File: config.mk
export PLATFORM = sky130hd
export DESIGN_NAME = seven_seg_scan_controller
export DESIGN_NICKNAME = d
export VERILOG_FILES = /design/src/rtl/seven_seg_scan_controller.sv
export SDC_FILE = /design/constraint.sdc
export NUM_CORES = 1
export LEC_CHECK = 0
export ABC_AREA = 1
export BUFFER_PORTS_ARGS = -buffer_cell sky130_fd_sc_hd__buf_2
export CAP_MARGIN = 20
export CORE_ASPECT_RATIO = 0.8
export CORE_UTILIZATION = 58
export CTS_BUF_LIST = sky130_fd_sc_hd__clkbuf_4 sky130_fd_sc_hd__clkbuf_8
export DETAILED_ROUTE_END_ITERATION = 12
export GPL_TIMING_DRIVEN = 0
export PLACE_DENSITY = 0.85
export SETUP_SLACK_MARGIN = 0.05
export SYNTH_ARGS = -nofsm -noshare
export SYNTH_HDL_FRONTEND = slang
export SYNTH_SLANG_ARGS = --single-unit
File: constraint.sdc
create_clock -name Clk -period 2.3 [get_ports Clk]
set_clock_uncertainty 0.2 [all_clocks]
set_input_delay 0.46 -clock Clk [delete_from_list [all_inputs] [get_ports Clk]]
set_output_delay 0.46 -clock Clk [all_outputs]
set_load 0.02 [all_outputs]
File: src/rtl/seven_seg_scan_controller.sv
// Time-multiplexed driver for a 4-digit seven-segment display.
// Scans digits 0..3, giving each digit DIV cycles. The first DEAD cycles of
// each slot keep every anode off to prevent ghosting. The display inputs are
// captured once per frame, so a frame never shows a mix of old and new values.
//
// Ports:
//   Clk           system clock, rising edge
//   Reset         synchronous active-high reset
//   Value         four hex nibbles, nibble i belongs to digit i (digit 0 rightmost)
//   DigitEn       per-digit enable, 1 = digit may light
//   Dp            per-digit decimal point request, 1 = on
//   LeadZeroBlank 1 = suppress leading zero digits
//   HexVal        nibble of the current digit, to the segment decoder
//   An            active-low anode enables, An[i] drives digit i
//   DpOut         active-low decimal point segment
//   Digit         index of the current slot
//   FrameTick     one-cycle pulse in the cycle the frame snapshot is taken
module seven_seg_scan_controller #(
   parameter int unsigned DIV  = 100000,
   parameter int unsigned DEAD = 1000
) (
   input  logic        Clk,
   input  logic        Reset,
   input  logic [15:0] Value,
   input  logic [3:0]  DigitEn,
   input  logic [3:0]  Dp,
   input  logic        LeadZeroBlank,
   output logic [3:0]  HexVal,
   output logic [3:0]  An,
   output logic        DpOut,
   output logic [1:0]  Digit,
   output logic        FrameTick
);

   localparam int unsigned CW = $clog2(DIV);
   localparam logic [CW-1:0] CNT_LAST = CW'(DIV - 1);
   localparam logic [CW-1:0] DEAD_CNT = CW'(DEAD);

   logic [CW-1:0] cnt;
   logic [1:0]    d;
   logic [15:0]   fv;
   logic [3:0]    fen;
   logic [3:0]    fdp;
   logic          flzb;

   logic          slot_last;
   logic          frame_last;
   logic [3:0]    blank;
   logic          lit;

   // End of slot / end of frame decode
   always_comb begin
      slot_last  = (cnt == CNT_LAST);
      frame_last = slot_last && (d == 2'd3);
   end

   // Slot counter, digit index and once-per-frame input snapshot
   always_ff @(posedge Clk) begin
      if (Reset) begin
         cnt  <= '0;
         d    <= 2'd0;
         fv   <= 16'h0000;
         fen  <= 4'h0;
         fdp  <= 4'h0;
         flzb <= 1'b0;
      end else begin
         if (slot_last) begin
            cnt <= '0;
            d   <= d + 2'd1;
         end else begin
            cnt <= cnt + CW'(1);
         end
         if (frame_last) begin
            fv   <= Value;
            fen  <= DigitEn;
            fdp  <= Dp;
            flzb <= LeadZeroBlank;
         end
      end
   end

   // Digit i is a leading zero when it and every digit to its left are zero;
   // digit 0 always shows so a zero value still reads "0"
   always_comb begin
      blank[0] = 1'b0;
      blank[1] = flzb && (fv[15:4]  == 12'h000);
      blank[2] = flzb && (fv[15:8]  == 8'h00);
      blank[3] = flzb && (fv[15:12] == 4'h0);
   end

   // Output decode, driven from registered state only
   always_comb begin
      lit = (cnt >= DEAD_CNT) && fen[d] && !blank[d];
      case (d)
         2'd0:    HexVal = fv[3:0];
         2'd1:    HexVal = fv[7:4];
         2'd2:    HexVal = fv[11:8];
         default: HexVal = fv[15:12];
      endcase
      An        = lit ? ~(4'b0001 << d) : 4'b1111;
      DpOut     = lit ? ~fdp[d] : 1'b1;
      Digit     = d;
      FrameTick = frame_last;
   end

endmodule
==> key figures <==
Power
  – Final Power: 1.30 mW
  – Cell Pwr Density: 443 nW/um^2
  – Peak VDD IR: 0.385 mV
  – Leak: 1.41 nW

Setup path
  – Worst Setup EP: DpOut
  – WS Path Type: reg -> out
  – Worst setup SP type: flop
  – Setup crit end kind: primary output
  – Reg-to-Reg End: fv[9]
  – Crit path from: Digit[0]
  – Crit path DAT: 1.59 ns
  – RR Startpoint: cnt[0]
  – R2R Setup Slk: 0.41 ns
  – Worst Path Max Fanout: 8
  – Data required time of the critical path: 1.64 ns
  – Worst-case reg-to-reg path depth: 9

Synth
  – Syn nets: 390
  – Syn_area_per_cell: 6.49 um^2
  – Register area share after synthesis: 38.1%
  – Synth warn: 0
  – Number of synthesized register bits: 44
  – Synth cell types: 23
  – Cells after Synth: 356
  – Synthesized area: 2310 um^2

Timing
  – Worst-margin pin slew: 0.409 ns
  – Max-slew headroom: 72.7%
  – Peak Freq: 445 MHz
  – Hold WS: 0.170 ns
  – Hold violation count in the final report: 0
  – Period utilization: 97.7%
  – Slew Viols, Final: 0
  – PnR worst setup slack: 0.0525 ns
  – RSZ-0062 raised after global routing: true
  – Setup Viol. Count Final: 0
  – Post-route minimum period: 2.25 ns
  – Setup TNS: 0 ns

Final layout
  – Multi-input logic area: 1280 um^2
  – Filler instances: 289
  – P&R area growth vs syn: 27.4%
  – Final core utilization: 77.4%
  – Sequential cell area: 896 um^2
  – Finished Layout Cells: 469
  – Final Cell Area: 2940 um^2
  – Nets@finish: 448
  – Layout cells sized above 1: 25.8%
  – Ant. Diodes: 0

Place
  – Pre-CTS WS: 0.0358 ns
  – RD Place Congestion: 0.947
  – DP HPWL: 3800 um
  – Inst Count DP: 449
  – IO buf count: 38
  – Placed Instance Area: 2570 um^2

Routing
  – Vias/cell: 5.11
  – Final ANT Viol Nets: 0
  – Vias: 2396
  – Routed wire length per instance: 12.4 um
  – TritonRoute pass-1 iters: 6
  – Drt initial violations: 262
  – DRC Markers: 0
  – WL final: 5840 um

CTS
  – Clock sinks: 44
  – # hold bufs at CTS: 0
  – Clock Latency Late Sink: 0.30 ns
  – Root Buffer Master: clkbuf_8
  – CTS tree: yes
  – Num CTS Buffers: 5
  – Clk buf depth: 2
  – Clk slew on worst S/H paths: 0.08 ns
  – H-Tree Depth: 2

Floorplan
  – Io pins: 39
  – Die H: 58.5 um
  – Total core area: 3800 um^2
  – Horiz. Die Dim: 72.6 um
  – Initial Utilization: 60.8%
  – Die area: 4240 um^2
  – Row count: 20

Run status
  – Status: finished, final reports clean

Global route
  – Largest net degree at the start of global routing: 13
  – Initial antenna violation count: 0
  – First-pass GRT wire length: 8730 um
  – Vias in the first global route: 1956
  – Gr ovfl total: 0
  – GRT Util Overall: 27.0%

Run
  – MaxCap Viol Count: 0

Min path
  – Worst hold-check path type: in -> reg
-- synthesized netlist by cell type, drive strengths merged --
cell	instances	share of area, %
a21oi	17	3.7
buf	9	3.0
clkbuf	1	0.16
dfxtp	44	38
ha	7	3.8
inv	52	8.4
nand2	90	15
nand3	20	4.5
nand3b	2	0.65
nand4	5	2.0
nor2	78	13
nor3	6	1.3
o21ai	18	3.9
o22ai	4	1.1
xnor2	1	0.38
xor2	2	0.76
-- layer usage --
metal  share of wire (%)  up-vias  wire length, um  global-route usage (%)
met1                  47     1071             2770                    39.1
li1                    -     1214                -                       -
met4                 2.0        0              119                    9.52
met5                   0        -                0                       0
met3                 7.1       14              412                    5.31
met2                  43       97             2530                    40.2
-- final cells by class --
class	count	area share (%)
plain buffers	10	3.14
clock buffers	6	2.59
clock inverters	1	0.170
inverters	52	7.22
multi-input cells	250	43.6
flip-flops and latches	44	30.4
well taps	55	2.34
repair buffers	51	10.5
-- worst max-delay path, stage by stage (launching register included) --
cell	delay, ns
dfxtp_4	0.36
buf_8	0.14
o21ai_0	0.16
nand2_1	0.12
a21oi_4	0.21
nand3_1	0.12
buf_2	0.18
-- worst min-delay path by stage --
| stage | start | to | cells past startpoint |
|---|---|---|---|
| 3_3_place_gp | cnt[0] | cnt[0] | 1 |
| 2_1_floorplan | cnt[0] | cnt[0] | 1 |
| 3_5_place_dp | cnt[0] | cnt[0] | 1 |
| 6_report | LeadZeroBlank | flzb | 3 |
| 4_1_cts | Value[12] | fv[12] | 3 |
| 5_1_grt | DigitEn[0] | fen[0] | 3 |
-- repair_timing --
action / 4_1_cts / 5_1_grt
setup endpoints to repair: 10 / 10
setup buffers: 5 / 8
hold endpoints to repair: 0 / 0
pin swaps: 3 / 8
resized for setup: 25 / 43
-- cells by family (layout without fill, tap and decap cells) --
group / count (synthesis) / after routing / synth area share [%]
flip-flops: 44 / 44 / 38.1
AND/OR/NAND/NOR: 201 / 201 / 36.7
XOR/XNOR: 3 / 3 / 1.14
buffers and inverters: 62 / 120 / 11.6
AO/OA/AOI/OAI: 39 / 39 / 8.66
adder cells (fa/ha/maj): 7 / 7 / 3.79
-- placed cells by master (no fill, tap or decap), drive strengths merged --
cell type,count
ha,7
inv,52
nand3b,2
clkinv,1
nand2,90
nand4,5
xnor2,1
nand3,20
nor3,6
clkbuf,7
o22ai,4
nor2,78
xor2,2
a21oi,17
o21ai,18
buf,60
dfxtp,44
-- sequential cells by signal, indices dropped and copies added (netlist names) --
register	cells
fdp	4
cnt	17
flzb	1
fv	16
fen	4
Digit	2
-- report_power, final --
| part | internal (mW) | switching [mW] | total (mW) |
|---|---|---|---|
| combinational | 0.0245 | 0.0265 | 0.0511 |
| sequential | 0.764 | 0.00425 | 0.768 |
| clock | 0.219 | 0.266 | 0.484 |
| total | 1.01 | 0.296 | 1.30 |
No activity file was read; power rests on OpenSTA's default activity.
